`config.mk`:
```
export PLATFORM = sky130hd
export DESIGN_NAME = lcd_refresh_sequencer
export DESIGN_NICKNAME = d
export VERILOG_FILES = /design/src/rtl/lcd_pkg.sv /design/src/rtl/lcd_shadow_buffer.sv /design/src/rtl/lcd_refresh_sequencer.sv
export SDC_FILE = /design/constraint.sdc
export NUM_CORES = 1
export LEC_CHECK = 0
export BUFFER_PORTS_ARGS = -buffer_cell sky130_fd_sc_hd__buf_2
export CORE_UTILIZATION = 51
export CTS_BUF_LIST = sky130_fd_sc_hd__clkbuf_4 sky130_fd_sc_hd__clkbuf_8
export DETAILED_ROUTE_END_ITERATION = 10
export PLACE_DENSITY = 0.74
export SYNTH_ARGS = -nofsm -noshare
export SYNTH_HDL_FRONTEND = slang
export SYNTH_SLANG_ARGS = --single-unit
```
`constraint.sdc`:
```
create_clock -name clk -period 4.3 [get_ports clk]
set_input_delay 0.43 -clock clk [delete_from_list [all_inputs] [get_ports clk]]
set_output_delay 0.43 -clock clk [all_outputs]
set_load 0.05 [all_outputs]
```
`src/rtl/lcd_pkg.sv`:
```
// Shared types and constants for the LCD refresh path: sequencer state
// encoding, panel geometry and default handshake timeout.
package lcd_pkg;

  typedef enum logic [1:0] {
    ST_SCAN,
    ST_ISSUE,
    ST_WAIT_ACK,
    ST_WAIT_DONE
  } lcd_state_e;

  localparam int unsigned LCD_POSITIONS   = 32;
  localparam int unsigned LCD_LINE_LEN    = 16;
  localparam logic [7:0]  ASCII_SPACE     = 8'h20;
  localparam int unsigned LCD_ACK_TIMEOUT = 16;

endpackage

```
`src/rtl/lcd_shadow_buffer.sv`:
```
// Shadow frame buffer: character storage plus per-position dirty flags,
// written by the host and read/cleared by the refresh sequencer at ptr.
module lcd_shadow_buffer
  import lcd_pkg::*;
#(
  parameter int unsigned NUM_POS    = LCD_POSITIONS,
  parameter logic [7:0]  BLANK_CHAR = ASCII_SPACE
) (
  input  logic       clk,
  input  logic       rst_n,
  input  logic       wr_en,
  input  logic [4:0] wr_addr,
  input  logic [7:0] wr_data,
  input  logic       refresh_all,
  input  logic [4:0] ptr,
  input  logic       clear_dirty,
  input  logic       set_dirty,
  output logic [7:0] rd_data,
  output logic       dirty_at_ptr,
  output logic       any_dirty
);

  logic [7:0]         mem_q [NUM_POS];
  logic [7:0]         mem_d [NUM_POS];
  logic [NUM_POS-1:0] dirty_q;
  logic [NUM_POS-1:0] dirty_d;

  always_comb begin
    mem_d = mem_q;
    if (wr_en) begin
      mem_d[wr_addr] = wr_data;
    end
  end

  // Sets are applied after the clear so a host write to the position being
  // issued keeps it pending for a later pass.
  always_comb begin
    dirty_d = dirty_q;
    if (clear_dirty) dirty_d[ptr] = 1'b0;
    if (set_dirty)   dirty_d[ptr] = 1'b1;
    if (wr_en)       dirty_d[wr_addr] = 1'b1;
    if (refresh_all) dirty_d = '1;
  end

  always_ff @(posedge clk or negedge rst_n) begin
    if (!rst_n) begin
      for (int unsigned i = 0; i < NUM_POS; i++) begin
        mem_q[i] <= BLANK_CHAR;
      end
      dirty_q <= '1;
    end else begin
      mem_q   <= mem_d;
      dirty_q <= dirty_d;
    end
  end

  assign rd_data      = mem_q[ptr];
  assign dirty_at_ptr = dirty_q[ptr];
  assign any_dirty    = |dirty_q;

endmodule

```
`src/rtl/lcd_refresh_sequencer.sv`:
```
// Round-robin refresh sequencer: scans the shadow buffer and pushes dirty
// characters one at a time through the lcd_controller ready handshake.
module lcd_refresh_sequencer
  import lcd_pkg::*;
#(
  parameter int unsigned NUM_POS     = LCD_POSITIONS,
  parameter int unsigned ACK_TIMEOUT = LCD_ACK_TIMEOUT,
  parameter logic [7:0]  BLANK_CHAR  = ASCII_SPACE
) (
  input  logic       clk,
  input  logic       rst_n,
  input  logic       buf_we,
  input  logic [4:0] buf_addr,
  input  logic [7:0] buf_data,
  input  logic       refresh_all,
  input  logic       lcd_ready,
  output logic [7:0] lcd_char,
  output logic [4:0] lcd_pos,
  output logic       lcd_we,
  output logic       busy,
  output logic       idle,
  output logic       ack_err
);

  localparam int unsigned CW       = $clog2(ACK_TIMEOUT + 1);
  localparam logic [CW-1:0] CNT_LOAD = CW'(ACK_TIMEOUT);
  localparam logic [4:0]  LAST_POS = 5'(NUM_POS - 1);

  lcd_state_e    state_q, state_d;
  logic [4:0]    ptr_q, ptr_d;
  logic [CW-1:0] cnt_q, cnt_d;
  logic [7:0]    char_q, char_d;
  logic [4:0]    pos_q, pos_d;
  logic          err_q, err_d;

  logic       clear_dirty, set_dirty;
  logic [7:0] rd_data;
  logic       dirty_at_ptr, any_dirty;
  logic [4:0] next_ptr;

  lcd_shadow_buffer #(
    .NUM_POS    (NUM_POS),
    .BLANK_CHAR (BLANK_CHAR)
  ) u_shadow (
    .clk          (clk),
    .rst_n        (rst_n),
    .wr_en        (buf_we),
    .wr_addr      (buf_addr),
    .wr_data      (buf_data),
    .refresh_all  (refresh_all),
    .ptr          (ptr_q),
    .clear_dirty  (clear_dirty),
    .set_dirty    (set_dirty),
    .rd_data      (rd_data),
    .dirty_at_ptr (dirty_at_ptr),
    .any_dirty    (any_dirty)
  );

  assign next_ptr = (ptr_q == LAST_POS) ? '0 : ptr_q + 5'd1;

  always_comb begin
    state_d     = state_q;
    ptr_d       = ptr_q;
    cnt_d       = cnt_q;
    char_d      = char_q;
    pos_d       = pos_q;
    err_d       = err_q;
    clear_dirty = 1'b0;
    set_dirty   = 1'b0;
    case (state_q)
      ST_SCAN: begin
        if (dirty_at_ptr && lcd_ready) begin
          state_d = ST_ISSUE;
          char_d  = rd_data;
          pos_d   = ptr_q;
        end else begin
          ptr_d = next_ptr;
        end
      end
      ST_ISSUE: begin
        clear_dirty = 1'b1;
        cnt_d       = CNT_LOAD;
        state_d     = ST_WAIT_ACK;
      end
      ST_WAIT_ACK: begin
        if (!lcd_ready) begin
          state_d = ST_WAIT_DONE;
        end else begin
          cnt_d = cnt_q - CW'(1);
          // Counter hits zero this cycle: give up, keep the position pending.
          if (cnt_q <= CW'(1)) begin
            set_dirty = 1'b1;
            err_d     = 1'b1;
            ptr_d     = next_ptr;
            state_d   = ST_SCAN;
          end
        end
      end
      ST_WAIT_DONE: begin
        if (lcd_ready) begin
          ptr_d   = next_ptr;
          state_d = ST_SCAN;
        end
      end
      default: state_d = ST_SCAN;
    endcase
  end

  always_ff @(posedge clk or negedge rst_n) begin
    if (!rst_n) begin
      state_q <= ST_SCAN;
      ptr_q   <= '0;
      cnt_q   <= '0;
      char_q  <= '0;
      pos_q   <= '0;
      err_q   <= 1'b0;
    end else begin
      state_q <= state_d;
      ptr_q   <= ptr_d;
      cnt_q   <= cnt_d;
      char_q  <= char_d;
      pos_q   <= pos_d;
      err_q   <= err_d;
    end
  end

  assign lcd_we   = (state_q == ST_ISSUE);
  assign lcd_char = char_q;
  assign lcd_pos  = pos_q;
  assign busy     = (state_q != ST_SCAN);
  assign idle     = !any_dirty && (state_q == ST_SCAN);
  assign ack_err  = err_q;

endmodule

```
Word-level counts from Yosys, hierarchy flattened
Cells that the tools add are included.
{"block": "totals", "output_inout_bits": 17, "word_cells": 114, "ff_bits": 314}
{"block": "classes", "n_eq_ne": 10, "n_reduce_logical": 16, "addsub": 2, "muxes": 33, "n_lt_le_gt_ge": 8, "n_bitwise": 6}
{"operator": "$bwmux 256", "n": 1}
{"operator": "$mux 32", "n": 4}
{"operator": "$or 32x32->32", "n": 2}
{"operator": "$bmux 8 s5", "n": 1}
{"operator": "$demux 8 s5", "n": 1}
{"operator": "$and 32x32->32", "n": 1}
{"operator": "$not 32->32", "n": 1}
{"operator": "$reduce_or 32->1", "n": 1}
{"operator": "$mux 5", "n": 6}
{"operator": "$mux 8", "n": 3}
{"operator": "$pmux 5 s3", "n": 1}
{"operator": "$ge 6x6->1 const B", "n": 2}
{"operator": "$lt 5x6->1 const B", "n": 2}
{"operator": "$not 5->6", "n": 2}
{"operator": "$demux 1 s5", "n": 2}
{"operator": "$ge 5x1->1 const B", "n": 2}
{"operator": "$ne 2x2->1 const B", "n": 5}
{"operator": "$pmux 5 s2", "n": 1}
{"operator": "$mux 2", "n": 4}
{"operator": "$pmux 2 s4", "n": 1}
{"operator": "$mux 1", "n": 7}
{"operator": "$lt 6x1->1 const B", "n": 1}
{"operator": "$reduce_and 3->1", "n": 2}
{"operator": "$add 5x1->5 const B", "n": 1}
{"operator": "14 further kinds", "n": 21}

Depth between registers and ports, before layout
Gate-level depths: netlist (run 1).
{"block": "depth", "depth_word": 12, "ltp_mapped": 10, "ltp_nobuf": 7}

Hierarchy
Synthesis (run 1) repeated with hierarchy kept, for this count alone.
{"block": "unflattened", "cells_unflattened": 1166, "area_unflattened_um2": 15205.8}
{"module": "lcd_shadow_buffer", "area_per_inst_um2": 13897.1, "seq_area_each_um2": 7287.0, "instances": 1, "cells_each": 1054}
{"module": "lcd_refresh_sequencer", "area_per_inst_um2": 1308.8, "seq_area_each_um2": 650.6, "instances": 1, "cells_each": 112}

Worst setup path before layout (run 1)
Ideal clock, no wire load.
{"block": "synth_path", "path_type": "flip-flop to output port", "start": "register state_q[0]", "end": "output idle", "n_path_buf": 0, "required_time_ns": 3.870, "stages_incl_launch_ff": 7, "t_arrival_ns": 2.326, "setup_slack_ns": 1.544, "path_cell_list": "dfrtp_1 inv_1 ha_1 inv_1 nor4_1 nand4_1 nor3_1"}
{"block": "synth_between", "elab_chain_cells": 2}
{"element": "from (decl)", "line": "lcd_refresh_sequencer.sv:29", "source": "lcd_state_e state_q, state_d;"}
{"element": "from (signal assigned)", "line": "lcd_refresh_sequencer.sv:118", "source": "state_q <= state_d;"}
{"element": "$logic_not 2->1", "line": "lcd_refresh_sequencer.sv:131", "source": "assign idle = !any_dirty && (state_q == ST_SCAN);"}
{"element": "$logic_and 1x1->1", "line": "lcd_refresh_sequencer.sv:131"}
{"element": "to (decl)", "line": "lcd_refresh_sequencer.sv:21", "source": "output logic idle,"}
Every way passes these cells.

Final worst setup path (run 1)
{"block": "layout_path", "start": "register ptr_q[4]", "end": "register ptr_q[4]"}
{"block": "layout_between", "elab_chain_cells": 5}
{"element": "from (decl)", "line": "lcd_refresh_sequencer.sv:30", "source": "logic [4:0] ptr_q, ptr_d;"}
{"element": "from (signal assigned)", "line": "lcd_refresh_sequencer.sv:119", "source": "ptr_q <= ptr_d;"}
{"element": "$add 5x1->5, or another cell as far along", "line": "lcd_refresh_sequencer.sv:59", "source": "assign next_ptr = (ptr_q == LAST_POS) ? '0 : ptr_q + 5'd1;"}
{"element": "$mux 5 or $mux 1 (tied branches)", "line": "lcd_refresh_sequencer.sv:59, lcd_shadow_buffer.sv:58"}
{"element": "$mux 5 or $logic_and 1x1->1 (tied branches)", "line": "lcd_refresh_sequencer.sv:91, lcd_refresh_sequencer.sv:72"}
{"element": "$mux 5 or $ne 2x2->1 (tied branches)"}
{"element": "$pmux 5 s3 or $reduce_and 5->1 (tied branches)"}
Parallel ways exist; a longest one is shown, timed or not. The select of a mux whose other input is x is not followed.
A chain may end at the register's enable or synchronous reset.

==> results of run 1 <==
-- report_power, final --
part / internal [uW] / switching [uW] / leakage [uW] / total [uW]
sequential: 3620 / 552 / 0.00386 / 4170
combinational: 1540 / 1670 / 0.00257 / 3210
clock: 1610 / 1180 / 0.000612 / 2800
total: 6770 / 3400 / 0.00704 / 10200
-- metal layers --
metal  vias up  global-route usage
li1       4014                   -
met1      4944               0.352
met2       304               0.382
met3        66              0.0427
met4         0              0.0863
met5         -                   0
-- state kept, by name, summed over array words and instances, names as in the netlist --
register	flops
ptr_q	5
u_shadow.mem_q	256
cnt_q	5
lcd_pos	5
ack_err	1
lcd_char	8
state_q	2
u_shadow.dirty_q	32
-- cell usage in the layout, fill, tap and decap left out, drive strengths merged, types with 2 or more instances in the layout --
master	count
nor3	12
clkbuf	87
dfstp	64
nor3b	7
o32ai	2
o211ai	16
nand3b	8
o221ai	7
a221oi	7
a22oi	9
o2111ai	15
inv	11
clkinv	5
mux4	64
mux2i	25
nand3	11
nand4	4
nand2b	4
and3	4
a41oi	2
o31ai	2
a21oi	6
nor4	10
or2	5
nor2	43
nor2b	5
ha	11
mux2	270
o22ai	2
nand2	33
or3	5
o21bai	2
o21ai	36
a22o	8
buf	47
dfrtp	250
and2	2
-- critical path, delay by kind of cell (launching register included) --
kind	cells	cell delay (ps)
and+or+nand+nor	2	910
buffers and inverters	1	340
DFF	1	640
muxes	1	310
AOI/OAI and AO/OA	2	900
-- cell families after synthesis --
kind of cell,count (synthesis)
and+or+nand+nor,155
AOI/OAI and AO/OA,120
buffers and inverters,81
adders and majority gates,11
DFF,314
xor gates and xnor gates,2
muxes,359
-- cell usage after synthesis, types with 2 or more instances --
cell                        number
sky130_fd_sc_hd__a22oi_1         9
sky130_fd_sc_hd__a22o_1          8
sky130_fd_sc_hd__o21ai_0        36
sky130_fd_sc_hd__mux2_2        268
sky130_fd_sc_hd__nor3_1         12
sky130_fd_sc_hd__nand2_1        33
sky130_fd_sc_hd__o32ai_1         2
sky130_fd_sc_hd__mux2i_1        25
sky130_fd_sc_hd__ha_1           11
sky130_fd_sc_hd__clkbuf_1       48
sky130_fd_sc_hd__dfrtp_1       250
sky130_fd_sc_hd__nor2_1         42
sky130_fd_sc_hd__o211ai_1       16
sky130_fd_sc_hd__a221oi_1        7
sky130_fd_sc_hd__nand3b_1        8
sky130_fd_sc_hd__nor4_1         10
sky130_fd_sc_hd__or2_2           5
sky130_fd_sc_hd__a21oi_1         6
sky130_fd_sc_hd__nand4_1         4
sky130_fd_sc_hd__mux4_2         64
sky130_fd_sc_hd__mux2_1          2
sky130_fd_sc_hd__o221ai_1        7
sky130_fd_sc_hd__nand2b_1        4
sky130_fd_sc_hd__dfstp_2        64
sky130_fd_sc_hd__or3_1           5
sky130_fd_sc_hd__and2_1          2
sky130_fd_sc_hd__buf_4           2
sky130_fd_sc_hd__nor2b_1         5
sky130_fd_sc_hd__inv_1          10
sky130_fd_sc_hd__nand3_1        11
sky130_fd_sc_hd__buf_6           4
sky130_fd_sc_hd__buf_2          12
sky130_fd_sc_hd__and3_1          4
sky130_fd_sc_hd__buf_1           5
sky130_fd_sc_hd__o22ai_1         2
sky130_fd_sc_hd__o2111ai_1      15
sky130_fd_sc_hd__nor3b_1         7
-- worst paths after layout --
path / start / end / slack, ps / depth (start not counted)
worst max register to register: ptr_q[4]$_DFFE_PN0P_ / ptr_q[4]$_DFFE_PN0P_ / 1080 / 6
max in group asynchronous: rst_n / u_shadow.mem_q[101]$_DFFE_PN1P_ / 2640 / 3
worst min-delay path: lcd_ready / cnt_q[2]$_DFFE_PN0P_ / 260 / 3
min in group asynchronous: rst_n / u_shadow.mem_q[211]$_DFFE_PN0P_ / 550 / 2
worst max-delay path: ptr_q[4]$_DFFE_PN0P_ / ptr_q[4]$_DFFE_PN0P_ / 1080 / 6
worst min register to register: ack_err$_DFFE_PN0N_ / ack_err$_DFFE_PN0N_ / 460 / 1
-- stage by stage --
step                hold WS (ps)  area (um2)  power, uW  utilization
finish                       256       16500      10200        0.574
global route                 268       16500      10700        0.574
CTS                          210       16500      10200        0.574
detailed placement           457       15300       7410        0.534
global placement             449       15300       7300        0.534
floorplan                    134       14900       6570            -
-- layout make-up --
type,instances,area share
timing repair buffer,48,0.0190
clock buffer,87,0.0669
clock inverter,7,0.00266
tap,384,0.0291
sequential,314,0.482
multi-input combinational,647,0.398
inverter,10,0.00228
==> parameters.txt, run 1 <==
Parameter                              Value

Run status
  Run status ... finished clean

Synthesis
  Yosys warning count ... 0
  Yosys top cell by area ... sky130_fd_sc_hd__dfrtp_1
  Top flip-flop cell by instance count after synthesis ... sky130_fd_sc_hd__dfrtp_1
  Synth top area share ... 0.421
  Sequential area share after synthesis ... 0.534
  Number of nets produced by synthesis ... 1,071
  Cell types with the largest area share after synthesis ... sky130_fd_sc_hd__dfrtp_1 (42%), sky130_fd_sc_hd__mux2_2 (20%), sky130_fd_sc_hd__dfstp_2 (11%)
  Synth Area in Adders ... 0.00926
  Count of mapped cells out of synthesis ... 1,042
  Mean Syn Cell Area ... 14.3 um2
  EDFF count, synth ... 0
  Number of distinct library cells after synthesis ... 54
  Number of synthesized register bits ... 314
  Mapped Area ... 0.0149 mm2
  Fraction of the mapped netlist area in compound gates ... 0.0605
  Synth Area in Simple Gates ... 0.0523
  Share of cell area taken by muxes after synthesis ... 0.319
  Async set or reset register ratio after synthesis ... 1.00
  XOR/XNOR Fraction of Synth Area ... 0.00118
  Combinational family with the most area after synthesis ... multiplexers

Pwr
  Pwr dens ... ~620 mW/mm2
  Highest ir drop seen on vdd ... between 0.2 and 0.3 mV
  Leakage power ... between 0.007 and 0.008 uW

STA
  Min setup slack post-route ... 1080 ps
  Setup TNS after final layout ... 0 ps
  Post-route fraction of the period consumed by the critical path ... 0.750
  Max frequency ... 310 MHz
  Transition at the pin with the smallest max-transition slack ... ~1200 ps
  Clock skew ... 18.2 ps
  RSZ-0062 raised after global routing ... false
  Final Hold Viols ... 0
  Setup violation total in the final timing report ... 0
  Relative slew slack ... 0.197
  Max Transition Viols Final ... 0
  Shortest period the worst path allows ... approximately 3200 ps

Critical path
  Arrival @ worst endpoint ... 3690 ps
  Critical Path, Cell by Cell ... buf_4, nor2b_1, o31ai_2, a41oi_4, nor2_2, mux2_2
  Slowest cell on crit path ... sky130_fd_sc_hd__nor2b_1
  Delay of the slowest critical-path stage ... 740 ps
  Maximum fanout along the worst path ... 23
  Crit. End Element ... flip-flop
  Crit path required time ... approximately 4800 ps
  Setup crit start kind ... flip-flop
  Path type of the worst setup path ... reg2reg

Routing
  Per-cell via count in the routed design ... 6.23
  Mean routed wirelength per cell ... approximately 24 um
  Detailed-routing iteration count for the pre-antenna-repair pass ... 5
  DRC marker count from the first detailed-route iteration ... 762
  WL final ... roughly 36,000 um
  Routed length on met2 ... about 17,000 um
  Via count of the routed design ... 9,328
  Top routing layer in use ... met4
  Number of DRC violations after detailed routing ... 0
  Met1 layer wirelength in the final routing ... 15,800 um
  DRT antenna net count ... 0
  Met3 WL ... 2100 um

Clock network
  Clock tree from TritonCTS ... yes
  Clock-pin slew on the worst setup and hold paths ... 60 ps
  Longest Clk Path Bufs ... 3
  Number of clock buffers inserted by TritonCTS ... 50
  Root buf cell ... sky130_fd_sc_hd__clkbuf_8
  Number of cells upsized or downsized after cts ... 0
  Hold Buf Count CTS ... 1
  Postcts setup bufs ... 0
  Clock sinks ... 314
  Clock latency on the worst-skew pair ... 580 ps
  Maximum level of the CTS H-tree ... 2

Place
  Pre-CTS setup slack ... roughly 1200 ps
  Post-detailed-placement half-perimeter wirelength ... 22,900 um
  # port buffers ... 34
  Placer congestion estimate ... 0.982
  Cell total after placement ... 1,402

Floorplan
  Chip Height ... 173 um
  Ports ... 35
  Area of the die ... 0.0298 mm2
  Effective utilization at floorplan ... 0.518
  Die W ... 173 um
  Placement Rows ... between 60 and 70
  Area of the core ... 0.0287 mm2

Layout
  Total area of multi-input combinational cells ... 0.00656 mm2
  Fill cells ... roughly 2,300
  Layout Area Growth over Synthesis ... 11.0%
  Fraction of layout cells with a size suffix above 1 ... 0.495
  Non-filler cells in the finished layout ... 1,497
  Antenna Diode Count ... 0
  Footprint of the flip-flops and latches ... roughly 0.0079 mm2
  Nets@finish ... 1,100

Global route
  Global-route wire length before repair ... approximately 57,000 um
  Via count of the first global-routing pass ... 9,509
  Pin count of the biggest net entering global routing ... 117
  Remaining global-route overflow ... 0
  Total routing resource utilization after global routing ... 0.246
  Initial antenna violation count ... 0

Worst hold path
  Min-Delay Path Class ... in2reg

Job
  Total of max-cap violations ... 0
No activity file was read; power rests on OpenSTA's default activity.
==> run 2, diff against run 1 <==
--- a/config.mk
+++ b/config.mk
@@ -9,7 +9,7 @@
 export CORE_UTILIZATION = 51
 export CTS_BUF_LIST = sky130_fd_sc_hd__clkbuf_4 sky130_fd_sc_hd__clkbuf_8
 export DETAILED_ROUTE_END_ITERATION = 10
-export PLACE_DENSITY = 0.74
+export PLACE_DENSITY = 0.77
 export SYNTH_ARGS = -nofsm -noshare
 export SYNTH_HDL_FRONTEND = slang
 export SYNTH_SLANG_ARGS = --single-unit
==> constraint.sdc (replaced) <==
create_clock -name clk -period 2.8 [get_ports clk]
set_input_delay 0.28 -clock clk [delete_from_list [all_inputs] [get_ports clk]]
set_output_delay 0.28 -clock clk [all_outputs]
set_load 0.05 [all_outputs]
==> run 2 against run 1 <==
Effect of this change:
- worst hold slack lost 200 ps
- register-to-register slack lost 980 ps
- wire length grew 1.1%
- combinational power grew 68%
- first-iteration DRC count grew 9.8%
- count of clock-buffer cells in the layout grew 4
- total power grew 56%
- core utilization grew 1.0 points
- worst setup slack lost 980 ps
- global-route usage grew 0.33 points
- flip-flop and latch count is the same
- cell area grew 1.8%
==> parameters.txt, run 2 (synthesis results as in run 1) <==
Parameter                              Value

Routing
  Number of DRC violations after detailed routing ... 0 (unchanged)
  Detailed-routing iteration count for the pre-antenna-repair pass ... 5 (unchanged)
  Mean routed wirelength per cell ... 23.6 um (-0.85%)
  DRC marker count from the first detailed-route iteration ... 837 (+9.8%)
  Per-cell via count in the routed design ... 6.15 (-1.4%)
  DRT antenna net count ... 0 (unchanged)
  Via count of the routed design ... 9,385 (+0.61%)
  WL final ... 36,100 um (+1.1%)

STA
  RSZ-0062 raised after global routing ... false
  Max Transition Viols Final ... 0 (unchanged)
  Relative slew slack ... 0.565 (+0.368)
  Transition at the pin with the smallest max-transition slack ... 651 ps (-549 ps)
  Setup TNS after final layout ... 0 ps (unchanged)
  Setup violation total in the final timing report ... 0 (unchanged)
  Clock skew ... 21.6 ps (+3.36 ps)
  Post-route fraction of the period consumed by the critical path ... 0.966 (+0.216)
  Max frequency ... 370 MHz (+19%)
  Final Hold Viols ... 0 (unchanged)
  Worst Hold Slack ... 60.3 ps (-195 ps)
  Shortest period the worst path allows ... 2710 ps (-519 ps)

Clock network
  Longest Clk Path Bufs ... 3 (unchanged)
  Root buf cell ... sky130_fd_sc_hd__clkbuf_8
  Clock-pin slew on the worst setup and hold paths ... 60 ps (about the same)
  Clock tree from TritonCTS ... yes
  Maximum level of the CTS H-tree ... 2 (unchanged)
  Number of cells upsized or downsized after cts ... 0 (unchanged)
  Number of clock buffers inserted by TritonCTS ... 51 (+2.0%)
  Clock latency on the worst-skew pair ... 590 ps (about the same)
  Clock sinks ... 314 (unchanged)

Critical path
  Delay of the slowest critical-path stage ... 610 ps (-130 ps)
  Maximum fanout along the worst path ... 19 (-17%)
  Slowest cell on crit path ... sky130_fd_sc_hd__dfrtp_4
  Critical Path, Cell by Cell ... buf_4, mux4_2, a22o_1, a221oi_1, o221ai_1, mux2_2
  Crit. End Element ... flip-flop
  Path type of the worst setup path ... reg2reg
  Cell count of the worst reg-to-reg path ... 6 (unchanged)
  Crit path required time ... 3280 ps (-1480 ps)
  Source of the critical timing path ... ptr_q[1]$_DFFE_PN0P_
  Setup crit start kind ... flip-flop
  Arrival @ worst endpoint ... 3180 ps (-510 ps)
  Startpoint of the worst-slack reg-to-reg timing path ... ptr_q[1]$_DFFE_PN0P_

Floorplan
  Die W ... 173 um (unchanged)
  Effective utilization at floorplan ... 0.518 (unchanged)
  Ports ... 35 (unchanged)
  Area of the die ... 0.0298 mm2 (unchanged)
  Area of the core ... 0.0287 mm2 (unchanged)
  Chip Height ... 173 um (unchanged)
  Placement Rows ... 62 (unchanged)

Layout
  Largest reg by FF count ... u_shadow.mem_q
  Fill cells ... 2,210 (-3.8%)
  Nets@finish ... 1,129 (+2.6%)
  Fraction of layout cells with a size suffix above 1 ... 0.508 (+0.0133)
  Antenna Diode Count ... 0 (unchanged)
  Most common library cell in the layout ignoring fill and taps ... sky130_fd_sc_hd__mux2_2
  Footprint of the flip-flops and latches ... 0.00795 mm2 (unchanged)
  Total area of multi-input combinational cells ... 0.00656 mm2 (unchanged)
  Layout Area Growth over Synthesis ... 13.0%
  Final Util ... 0.585 (+0.0103)
  Commonest cells after routing, fill and taps aside ... sky130_fd_sc_hd__mux2_2 (268), sky130_fd_sc_hd__dfrtp_1 (248), sky130_fd_sc_hd__clkbuf_8 (71)
  Non-filler cells in the finished layout ... 1,527 (+2.0%)
  Max reg flops ... 256 (unchanged)

Worst hold path
  Min-Delay Path Class ... in2reg
  Start point of the worst min-delay path ... lcd_ready
  Worst hold stages ... 3 (unchanged)

Global route
  Global-route wire length before repair ... 57,400 um (+1.1%)
  Remaining global-route overflow ... 0 (unchanged)
  Initial antenna violation count ... 0 (unchanged)
  Total routing resource utilization after global routing ... 0.250 (+0.00326)
  Via count of the first global-routing pass ... 9,832 (+3.4%)
  Pin count of the biggest net entering global routing ... 76 (-35%)

Run status
  Run status ... finished clean

Place
  Cell total after placement ... 1,430 (+2.0%)
  # port buffers ... 34 (unchanged)
  Placer congestion estimate ... 0.933 (-5.0%)
  Post-detailed-placement half-perimeter wirelength ... 23,300 um (+1.8%)

Pwr
  Leakage power ... 0.00723 uW (+2.6%)
  Overall power of the completed layout ... 15,900 uW (+56%)
  Pwr dens ... 948 mW/mm2 (+54%)
  Highest ir drop seen on vdd ... 0.504 mV (+75%)

Job
  Total of max-cap violations ... 0 (unchanged)
[run 2: cell types whose count changed in the layout (fill, tap and decap cells not counted), sizes merged]
| cell | delta |
|---|---|
| buf | +28 |
| clkbuf | +4 |
| clkinv | -1 |
| clkinvlp | -1 |
[run 2: worst paths after layout]
check,to,slack [ps]
max reg2reg,lcd_char[1]$_DFFE_PN0P_,90
max in group asynchronous,u_shadow.mem_q[141]$_DFFE_PN1P_,1610
max,lcd_char[1]$_DFFE_PN0P_,90
min,cnt_q[2]$_DFFE_PN0P_,60
min in group asynchronous,u_shadow.mem_q[23]$_DFFE_PN0P_,290
min reg2reg,ack_err$_DFFE_PN0N_,480
[run 2: where the power goes]
part | leakage, uW | switching [uW] | internal (uW)
logic | 0.00274 | 2830 | 2550
registers | 0.00386 | 653 | 5560
clock network | 0.000624 | 1800 | 2520
[run 2: critical path, delay by kind of cell (launching register included)]
family	cells	cell delay [ps]
multiplexers	2	660
flip-flops	1	610
buffers and inverters	1	370
AO/OA/AOI/OAI	3	930
[run 2: final cells by class]
cell class,instances,area share
tap,384,0.0286
timing repair buffer,76,0.0356
multi-input combinational,647,0.391
sequential,314,0.473
inverter,10,0.00224
clock buffer,91,0.0672
clock inverter,5,0.00186
[run 2: per-layer routing]
metal / part of all wire / GRT usage
met5: 0 / 0
met4: 0.023 / 0.0760
met3: 0.070 / 0.0488
met2: 0.47 / 0.395
met1: 0.43 / 0.351
[run 2: metrics by stage]
stage | area (um2) | setup slack (ps)
6_report | 16800 | 94.8
5_1_grt | 16800 | 29.5
4_1_cts | 16800 | 128
3_5_place_dp | 15600 | 147
3_3_place_gp | 15600 | 154
2_1_floorplan | 14900 | 194
[run 2: timing repair]
item / in CTS / in global routing
hold buffers: 1 / 0
setup endpoints to repair: 0 / 0
hold endpoints to repair: 52 / 0
buffers inserted: 0 / 0
